$ cat src/rtl/texture_mapper_divider_seq.sv
// Iterative restoring divider for the texture-mapper datapath.
// Retires bits_per_cycle quotient bits per clock, with signed or unsigned
// operation chosen per transaction. Divide-by-zero and signed overflow
// produce fixed, flagged results through the same state sequence.
//
// Handshake: a transfer happens on a rising edge where valid and ready are
// both 1; valid never depends on ready, and the data on a channel is stable
// while valid is high and ready is low.
module texture_mapper_divider_seq #(
    parameter int width_n        = 32,
    parameter int width_d        = 32,
    parameter int bits_per_cycle = 1
) (
    input  logic               clock,
    input  logic               reset,
    input  logic               in_valid,
    output logic               in_ready,
    input  logic               in_signed,
    input  logic [width_n-1:0] numer,
    input  logic [width_d-1:0] denom,
    output logic               out_valid,
    input  logic               out_ready,
    output logic [width_n-1:0] quotient,
    output logic [width_d-1:0] remain,
    output logic               div_by_zero,
    output logic               overflow,
    output logic [2:0]         dbg_state
);

    localparam int N     = width_n / bits_per_cycle;
    localparam int CNT_W = (N > 1) ? $clog2(N) : 1;
    localparam logic [CNT_W-1:0]   CNT_LAST = CNT_W'(N - 1);
    localparam logic [CNT_W-1:0]   CNT_ONE  = CNT_W'(1);
    localparam logic [width_n-1:0] MOST_NEG = {1'b1, {(width_n-1){1'b0}}};

    typedef enum logic [2:0] {
        S_IDLE  = 3'd0,
        S_PREP  = 3'd1,
        S_ITER  = 3'd2,
        S_FIXUP = 3'd3,
        S_DONE  = 3'd4
    } state_t;

    state_t             state_q, state_d;
    logic [CNT_W-1:0]   cnt_q, cnt_d;
    logic               sgn_q, sgn_d;
    logic [width_n-1:0] numer_q, numer_d;
    logic [width_d-1:0] denom_q, denom_d;
    logic               qneg_q, qneg_d;
    logic               rneg_q, rneg_d;
    logic [width_n-1:0] dmag_q, dmag_d;
    logic [width_n-1:0] acc_q, acc_d;     // numerator magnitude shifting out, quotient shifting in
    logic [width_n-1:0] part_q, part_d;   // partial remainder, always below dmag_q
    logic [width_n-1:0] quotient_q, quotient_d;
    logic [width_d-1:0] remain_q, remain_d;
    logic               dz_q, dz_d;
    logic               ov_q, ov_d;

    // Operand magnitudes and sign bookkeeping used in PREP
    logic               n_neg, d_neg;
    logic [width_n-1:0] n_mag, d_ext, d_mag;
    // One iteration's worth of restoring steps
    logic [width_n:0]   trial;
    logic [width_n-1:0] step_part, step_acc;
    // Result selection used in FIXUP
    logic               is_dz, is_ov;
    logic [width_d-1:0] rem_mag;

    // Magnitudes of the captured operands; denom is sign-extended in signed mode
    always_comb begin
        n_neg = sgn_q & numer_q[width_n-1];
        d_neg = sgn_q & denom_q[width_d-1];
        n_mag = n_neg ? ('0 - numer_q) : numer_q;
        d_ext = {width_n{d_neg}};
        d_ext[width_d-1:0] = denom_q;
        d_mag = d_neg ? ('0 - d_ext) : d_ext;
    end

    // Unrolled restoring shift-subtract for bits_per_cycle quotient bits
    always_comb begin
        step_part = part_q;
        step_acc  = acc_q;
        trial     = '0;
        for (int i = 0; i < bits_per_cycle; i++) begin
            trial    = {step_part, step_acc[width_n-1]};
            step_acc = {step_acc[width_n-2:0], 1'b0};
            if (trial >= {1'b0, dmag_q}) begin
                trial       = trial - {1'b0, dmag_q};
                step_acc[0] = 1'b1;
            end
            step_part = trial[width_n-1:0];
        end
    end

    // Special-case detection on the captured operands
    always_comb begin
        is_dz   = (denom_q == '0);
        is_ov   = sgn_q && (numer_q == MOST_NEG) && (denom_q == '1);
        rem_mag = part_q[width_d-1:0];
    end

    // Next-state and datapath update for the divider sequence
    always_comb begin
        state_d    = state_q;
        cnt_d      = cnt_q;
        sgn_d      = sgn_q;
        numer_d    = numer_q;
        denom_d    = denom_q;
        qneg_d     = qneg_q;
        rneg_d     = rneg_q;
        dmag_d     = dmag_q;
        acc_d      = acc_q;
        part_d     = part_q;
        quotient_d = quotient_q;
        remain_d   = remain_q;
        dz_d       = dz_q;
        ov_d       = ov_q;
        case (state_q)
            S_IDLE: begin
                if (in_valid) begin
                    sgn_d   = in_signed;
                    numer_d = numer;
                    denom_d = denom;
                    state_d = S_PREP;
                end
            end
            S_PREP: begin
                qneg_d  = n_neg ^ d_neg;
                rneg_d  = n_neg;
                dmag_d  = d_mag;
                acc_d   = n_mag;
                part_d  = '0;
                cnt_d   = '0;
                state_d = S_ITER;
            end
            S_ITER: begin
                acc_d  = step_acc;
                part_d = step_part;
                cnt_d  = cnt_q + CNT_ONE;
                if (cnt_q == CNT_LAST) begin
                    state_d = S_FIXUP;
                end
            end
            S_FIXUP: begin
                if (is_dz) begin
                    quotient_d = '1;
                    remain_d   = numer_q[width_d-1:0];
                    dz_d       = 1'b1;
                    ov_d       = 1'b0;
                end else if (is_ov) begin
                    quotient_d = numer_q;
                    remain_d   = '0;
                    dz_d       = 1'b0;
                    ov_d       = 1'b1;
                end else begin
                    quotient_d = qneg_q ? ('0 - acc_q) : acc_q;
                    remain_d   = rneg_q ? ('0 - rem_mag) : rem_mag;
                    dz_d       = 1'b0;
                    ov_d       = 1'b0;
                end
                state_d = S_DONE;
            end
            S_DONE: begin
                if (out_ready) begin
                    state_d = S_IDLE;
                end
            end
            default: state_d = S_IDLE;
        endcase
    end

    // State and result registers; reset discards any operation in flight
    always_ff @(posedge clock) begin
        if (reset) begin
            state_q    <= S_IDLE;
            cnt_q      <= '0;
            sgn_q      <= 1'b0;
            numer_q    <= '0;
            denom_q    <= '0;
            qneg_q     <= 1'b0;
            rneg_q     <= 1'b0;
            dmag_q     <= '0;
            acc_q      <= '0;
            part_q     <= '0;
            quotient_q <= '0;
            remain_q   <= '0;
            dz_q       <= 1'b0;
            ov_q       <= 1'b0;
        end else begin
            state_q    <= state_d;
            cnt_q      <= cnt_d;
            sgn_q      <= sgn_d;
            numer_q    <= numer_d;
            denom_q    <= denom_d;
            qneg_q     <= qneg_d;
            rneg_q     <= rneg_d;
            dmag_q     <= dmag_d;
            acc_q      <= acc_d;
            part_q     <= part_d;
            quotient_q <= quotient_d;
            remain_q   <= remain_d;
            dz_q       <= dz_d;
            ov_q       <= ov_d;
        end
    end

    // Handshake flags follow the state register and read 0 while reset is held
    assign in_ready    = (state_q == S_IDLE) && !reset;
    assign out_valid   = (state_q == S_DONE) && !reset;
    assign quotient    = quotient_q;
    assign remain      = remain_q;
    assign div_by_zero = dz_q;
    assign overflow    = ov_q;
    assign dbg_state   = state_q;

endmodule

$ cat config.mk
export PLATFORM = sky130hd
export DESIGN_NAME = texture_mapper_divider_seq
export DESIGN_NICKNAME = d
export VERILOG_FILES = /design/src/rtl/texture_mapper_divider_seq.sv
export SDC_FILE = /design/constraint.sdc
export NUM_CORES = 1
export LEC_CHECK = 0
export ABC_AREA = 1
export CORE_AREA = 2 2 201 203
export DETAILED_ROUTE_END_ITERATION = 10
export DIE_AREA = 0 0 203 205
export DONT_BUFFER_PORTS = 1
export PLACE_DENSITY = 0.53
export SYNTH_ARGS = -nofsm -noshare
export SYNTH_HDL_FRONTEND = slang
export SYNTH_SLANG_ARGS = --single-unit
$ cat constraint.sdc
create_clock -name clock -period 3.72 [get_ports clock]
set_input_delay 0.744 -clock clock [delete_from_list [all_inputs] [get_ports clock]]
set_output_delay 0.744 -clock clock [all_outputs]
set_load 0.005 [all_outputs]
==> results.md, run 1 <==
* Run status: complete, no violations
* Busiest layer in global routing: met2
* Most common cell in the synthesized netlist: nand2_1
* Post-CTS setup repair buffer count at 0
* Setup TNS at 0 ps
* Crit-path slowest cell: nand3_2
* First-pass GRT wire length at just under 90000 µm
* Syn Nets at about 2500
* Synth area leader: dfxtp_1
* Critical path peak fanout at 27
* CP endpoint kind: flop
* Area share of fa/ha/maj cells after synthesis at 3.35%
* Post-synthesis cell type count at 44
* Met2 Track Usage GR at between 40 and 50%
* Clock share of power at 23.8%
* Clock sink count at ~240
* H-tree lvl count at 1
* Clk_lat worst skew at 590 ps
* Tot GR Track Use at between 20% and 30%
* Max Slew Vio Count at 0
* Wire length per cell at 19.9 µm
* CTS tree: yes
* Final RePlAce weighted congestion at 0.927
* Post-DP HPWL at ~45000 µm
* I/O pins at 140
* Post-synth top flop: dfxtp_1
* Clk slew on worst S/H paths at 70 ps
* Die area at between 0.04 and 0.05 mm²
* Longest Clk Path Bufs at 3
* Drt first-iter violations at approximately 1400
* P per Cell Area at between 700 and 800 mW/mm²
* Largest family of logic cells by synthesized area: simple AND/OR/NAND/NOR gates
* Int Pwr at approximately 6.7 mW
* Number of setup violations in the final report at 0
* Post-synthesis xor/xnor area fraction at 4.57%
* Layout cells sized above 1 at under 10%
* # rows at 73
* Leakage at approximately 7.4 nW
* Relative slew slack at 17.9%
* Remaining antenna violation count at 0
* Clock Tree Root: clkbuf_16
* Fin crit share at between 80% and 90%
* Warnings from Yosys at 0
* Num CTS Buffers at 30
* Asr flop ratio synth at 0%
* Synth cell count leaders: 594 x nand2_1, 331 x inv_1, 249 x a21oi_1
* Area delta synth->final at 9.93%
* Max Freq at approximately 0.31 GHz
* Combinational power share at 51.2%
* Chip Width at 203 µm
* Mux share of post-synthesis cell area at 0%
* Maximum vdd drop at roughly 460 µV
* Worst clock skew at 27.3 ps
* Top-area cell type share of the netlist area at between 30% and 40%
* Post-synth EDFFs at 0
* FF-to-FF End: remain[24]$_SDFFE_PP0P_
* RSZ-0062 raised after global routing: no
* Met1 usage at around two fifths
* Fin. Hold Viols at 0
* Pin count of the biggest net entering global routing at 119
* Worst hold margin at 242 ps
* Nets at approximately 2500
* Post-synthesis simple-gate area fraction at 31.9%
* #FFs+latches synth at 237
* Filler Cells Inserted at about 4300
* Ant. Diodes at 0
* Vias in the first global route at ~14000
* Worst path cell trace: inv_1 > ha_1 > nand4_4 > nor2_4 > nand3_2 > nor3_4 > nand3_2 > nor2_1 > a21oi_1 > a21oi_1
* Via density at approximately 5.3
* Worst Path Arrival at around 3700 ps
* Core region area at ~0.039 mm²
* Final Instance Count excl. Fillers at a little under 3000
* Starting Density at 38.5%
* Worst slew pin tran at approximately 1200 ps
* Switching Share at roughly half
* Seq/Total Area, Yosys at a little under a third
* Tmin final at roughly 3200 ps
* Sw Pwr at approximately 6.3 mW
* Port Buffers at 0
* Grt total ovfl at 0
* Worst Setup Start Kind: flop
* Flop2flop setup slack at 500 ps
* Max stage delay on crit path at roughly 700 ps
* Via count at 15600
* Final WL at roughly 60000 µm
* Register-to-Register Path Depth at 10
* Synth area leaders: dfxtp_1 31%, nand2_1 15%, a21oi_1 8.2%, inv_1 8.2%, nand3_1 7.1%
* Post-Synthesis Cells at roughly 2400
* CP Data Required Time at between 4000 and 5000 ps
* Reg2reg start: d_ext[0]$_SDFFE_PP0P_
* Hold endpoint: overflow$_SDFFE_PP0P_
* Post-synthesis instance area at ~0.015 mm²
* DR pass1 iterations at 5
* Flop pwr share at 25.0%
* Initial antenna violation count at 1
* Hold Startpoint: reset
* Post-CTS Resized at 0
* Worst hold-check path type: input pin to flop
* Final core occ at between 40% and 50%
* Dpl cells at around 2900
* Compound-gate portion of the synthesized area at between 15 and 20%
* Worst Path Class, Setup: flop to flop
* # DRC at 0
* Met3 Use GR at about 4.6%
* Avg Inst Size Synth at roughly 6.2 µm²
* Hold path cells at 1
* Hold bufs inserted after CTS at 0
* Max Cap Violations at 0
* Die Ht at 205 µm
power groups by stage:
stage               logic (mW)  clock network (mW)  registers [mW]
finish                    6.62                3.07            3.23
global route              7.38                3.23            3.27
CTS                       6.55                3.14            3.22
detailed placement        6.52                   0            3.27
global placement          6.61                   0            3.26
floorplan                 4.56                   0            3.14
worst max path at each step:
stage	start	endpoint	slack, ps	cells after the start
after floorplan	reset	in_ready	1610	3
after global placement	d_ext[0]$_SDFFE_PP0P_	remain[22]$_SDFFE_PP0P_	590	10
after detailed placement	d_ext[0]$_SDFFE_PP0P_	remain[24]$_SDFFE_PP0P_	580	10
after CTS	d_ext[0]$_SDFFE_PP0P_	remain[24]$_SDFFE_PP0P_	580	10
after global routing	d_ext[0]$_SDFFE_PP0P_	remain[22]$_SDFFE_PP0P_	390	10
final	d_ext[0]$_SDFFE_PP0P_	remain[24]$_SDFFE_PP0P_	500	10
cell families (layout without fill, tap and decap cells):
group | count (synthesis) | after routing
xor+xnor | 79 | 79
simple gates | 1122 | 1122
buf+inv | 445 | 421
compound gates | 507 | 507
fa+ha+maj | 40 | 40
flops | 237 | 237
state kept, by name, summed over array words and instances, names as in the netlist:
register	cells
acc_q	32
d_ext	32
dmag_q	32
numer_q	32
part_q	32
quotient	32
remain	32
cnt_q	5
dbg_state	3
div_by_zero	1
overflow	1
qneg_q	1
rneg_q	1
sgn_q	1
cell type report:
cell class	count	area (µm²)	area share (%)
Clock buffer	40	868	5.22
Clock inverter	16	176	1.06
Inverter	342	1280	7.71
Multi-Input combinational cell	1748	8730	52.5
Sequential cell	237	4740	28.5
Tap cell	525	657	3.95
Timing Repair Buffer	23	185	1.11
critical path, delay by kind of cell, from the launching register on:
family | cells | cell delay [ps]
flops | 1 | 310
buf+inv | 1 | 140
simple gates | 6 | 2130
compound gates | 2 | 230
fa+ha+maj | 1 | 340
metrics by stage:
step | total power [mW] | worst slack (ps) | area, µm²
2_1_floorplan | 7.69 | 1610 | 15100
3_3_place_gp | 9.88 | 590 | 15600
6_report | 12.9 | 504 | 16600
3_5_place_dp | 9.79 | 578 | 15600
4_1_cts | 12.9 | 585 | 16600
5_1_grt | 13.9 | 393 | 16600
layer usage:
metal | wire [µm] | part of all wire, %
met1 | 27000 | 46
met2 | 25700 | 44
met3 | 4290 | 7.4
met4 | 1340 | 2.3
met5 | 8 | 0.014
placed cells by master (no fill, tap or decap), types with 4 or more instances in the layout:
| cell | count |
|---|---|
| a21oi_1 | 249 |
| ha_1 | 39 |
| o211ai_1 | 5 |
| o21ai_0 | 186 |
| nor2_4 | 4 |
| nor3_1 | 42 |
| clkbuf_16 | 30 |
| or2_2 | 6 |
| inv_1 | 330 |
| o221ai_1 | 5 |
| xor2_1 | 62 |
| clkinv_2 | 9 |
| a31oi_1 | 29 |
| o21ai_1 | 4 |
| and2_1 | 6 |
| nand4_1 | 29 |
| o21a_1 | 5 |
| clkbuf_8 | 8 |
| nand3_1 | 213 |
| inv_2 | 11 |
| nor4_1 | 8 |
| buf_4 | 22 |
| xnor2_1 | 17 |
| o22ai_1 | 15 |
| nand3b_1 | 14 |
| dfxtp_1 | 237 |
| nand2_1 | 594 |
| nor2_1 | 187 |
| o31ai_1 | 4 |
(Power assumes the default switching activity.)
==> run 2, diff against run 1 <==
Settings changed: DONT_BUFFER_PORTS 1 to not set, PLACE_DENSITY 0.53 to 0.57.
==> results.md, run 2 (synthesis gave the netlist of run 1 again) <==
* Nets at around 2600
* CP Data Required Time at 4220 ps
* Die area at 0.0416 mm²
* Worst Setup Start Kind: flop
* Crit-path slowest cell: nand3_2
* Starting Density at just under 40%
* Worst Path Class, Setup: flop to flop
* Number of setup violations in the final report at 0
* Relative slew slack at between 10% and 20%
* # rows at 73
* Post-CTS setup repair buffer count at 0
* Critical path peak fanout at 27
* Leakage at 7.86 nW
* Layout cells sized above 1 at between 4 and 5%
* Initial antenna violation count at 1
* Tmin final at 2970 ps
* Clk_lat worst skew at between 500 and 600 ps
* Worst Path Arrival at around 3500 ps
* Core region area at about 0.039 mm²
* Run status: complete, no violations
* Area delta synth->final at 18.5%
* Worst slew pin tran at roughly 1200 ps
* Maximum vdd drop at between 500 and 600 µV
* Longest Clk Path Bufs at 3
* Tot GR Track Use at a little over a quarter
* Grt total ovfl at 0
* P per Cell Area at 706 mW/mm²
* Remaining antenna violation count at 0
* Post-CTS Resized at 0
* DR pass1 iterations at 6
* First-pass GRT wire length at 86700 µm
* Clock share of power at 22.2%
* Combinational power share at between 50% and 60%
* Post-DP HPWL at 42400 µm
* Flop pwr share at approximately a quarter
* CP endpoint kind: flop
* Chip Width at between 200 and 250 µm
* Port Buffers at 139
* Fin. Hold Viols at 0
* Worst clock skew at between 9 and 10 ps
* Int Pwr at around 6.6 mW
* Clock sink count at 237
* CTS tree: yes
* Via density at about 5.3
* Worst path cell trace: inv_1 > ha_1 > nand4_4 > nor2_4 > nand3_2 > nor3_4 > nand3_2 > o21ai_0 > a21oi_1 > nor2_1
* Vias in the first global route at between 15000 and 20000
* Clock Tree Root: clkbuf_16
* Switching Share at between 40% and 50%
* Die Ht at between 200 and 250 µm
* Max stage delay on crit path at about 630 ps
* Max Slew Vio Count at 0
* Clk slew on worst S/H paths at ~60 ps
* # DRC at 0
* Setup TNS at 0 ps
* Final RePlAce weighted congestion at between 0.9 and 1
* Cell mode on critical path: nand3_2
* Max Freq at about 0.34 GHz
* Fin crit share at 79.7%
* Worst hold-check path type: flop to flop
* RSZ-0062 raised after global routing: no
* Drt first-iter violations at approximately 1500
* Commonest non-fill, non-tap cells in the layout: 594 x nand2_1, 330 x inv_1, 249 x a21oi_1
* Pin count of the biggest net entering global routing at 123
* Max Cap Violations at 0
* Num CTS Buffers at 28
* Commonest non-fill, non-tap cell in the layout: nand2_1
* Dpl cells at around 3000
* Final Instance Count excl. Fillers at ~3100
* Wire length per cell at ~18 µm
* Final WL at approximately 56000 µm
* Sw Pwr at ~6 mW
* Ant. Diodes at 0
* I/O pins at 140
* Hold bufs inserted after CTS at 0
* Via count at roughly 16000
* H-tree lvl count at 1
==> run 2: cell types whose count changed in the layout (fill, tap and decap cells not counted), moves of 2 or more <==
| cell | previous run | this run |
|---|---|---|
| clkinv_2 | 9 | 2 |
| clkdlybuf4s50_1 | 0 | 138 |
| clkbuf_1 | 2 | 8 |
| buf_4 | 22 | 20 |
| buf_12 | 1 | 3 |
| clkbuf_8 | 8 | 10 |
| bufinv_16 | 3 | 1 |
==> run 2: worst max-delay path: cells and delay by family (launching register included) <==
| family | cells | cell delay, ps |
|---|---|---|
| and+or+nand+nor | 6 | 1650 |
| AOI/OAI and AO/OA | 2 | 470 |
| DFF | 1 | 310 |
| adders and majority gates | 1 | 310 |
| buffers and inverters | 1 | 130 |
==> run 2: metal layers <==
| metal | vias to the layer above | routed length [µm] | part of all wire [%] | track usage, % |
|---|---|---|---|---|
| met5 | - | 0 | 0 | 0 |
| met4 | 0 | 1800 | 3.2 | 8.42 |
| met3 | 90 | 3800 | 6.8 | 3.53 |
| met2 | 590 | 24000 | 43 | 41.7 |
| met1 | 7518 | 26100 | 47 | 37.6 |
| li1 | 8074 | - | - | - |
==> run 2: final cells by class <==
class                           instances  area [µm²]
Timing Repair Buffer                  161        1590
Inverter                              342        1280
Tap cell                              525         657
Fill cell                            4201       21400
Multi-Input combinational cell       1748        8730
Clock buffer                           47         893
Sequential cell                       237        4740
Clock inverter                          3        40.0
==> run 2: per-stage QoR <==
stage          power, mW  util, %  cell area (µm²)  worst slack [ps]  hold WS (ps)
3_3_place_gp        9.82     43.2            17000               872           453
2_1_floorplan       7.69        -            15100              1610           436
6_report            12.7     45.6            17900               755           467
5_1_grt             13.7     45.6            17900               530           497
4_1_cts             12.6     45.6            17900               805           471
3_5_place_dp        9.80     43.2            17000               828           462
==> run 2: worst paths after layout <==
kind	startpoint	endpoint	slack (ps)	depth (start not counted)
worst min-delay path	cnt_q[4]$_SDFFE_PP0P_	cnt_q[4]$_SDFFE_PP0P_	470	2
worst min register to register	cnt_q[4]$_SDFFE_PP0P_	cnt_q[4]$_SDFFE_PP0P_	470	2
worst max register to register	d_ext[0]$_SDFFE_PP0P_	remain[8]$_SDFFE_PP0P_	750	10
worst max-delay path	d_ext[0]$_SDFFE_PP0P_	remain[8]$_SDFFE_PP0P_	750	10
==> run 2: power by group through the flow <==
stage	registers (mW)	clock network, mW	logic [mW]
5_1_grt	3.25	2.97	7.44
4_1_cts	3.20	2.85	6.58
3_3_place_gp	3.25	0	6.57
6_report	3.21	2.81	6.65
2_1_floorplan	3.14	0	4.56
3_5_place_dp	3.25	0	6.55
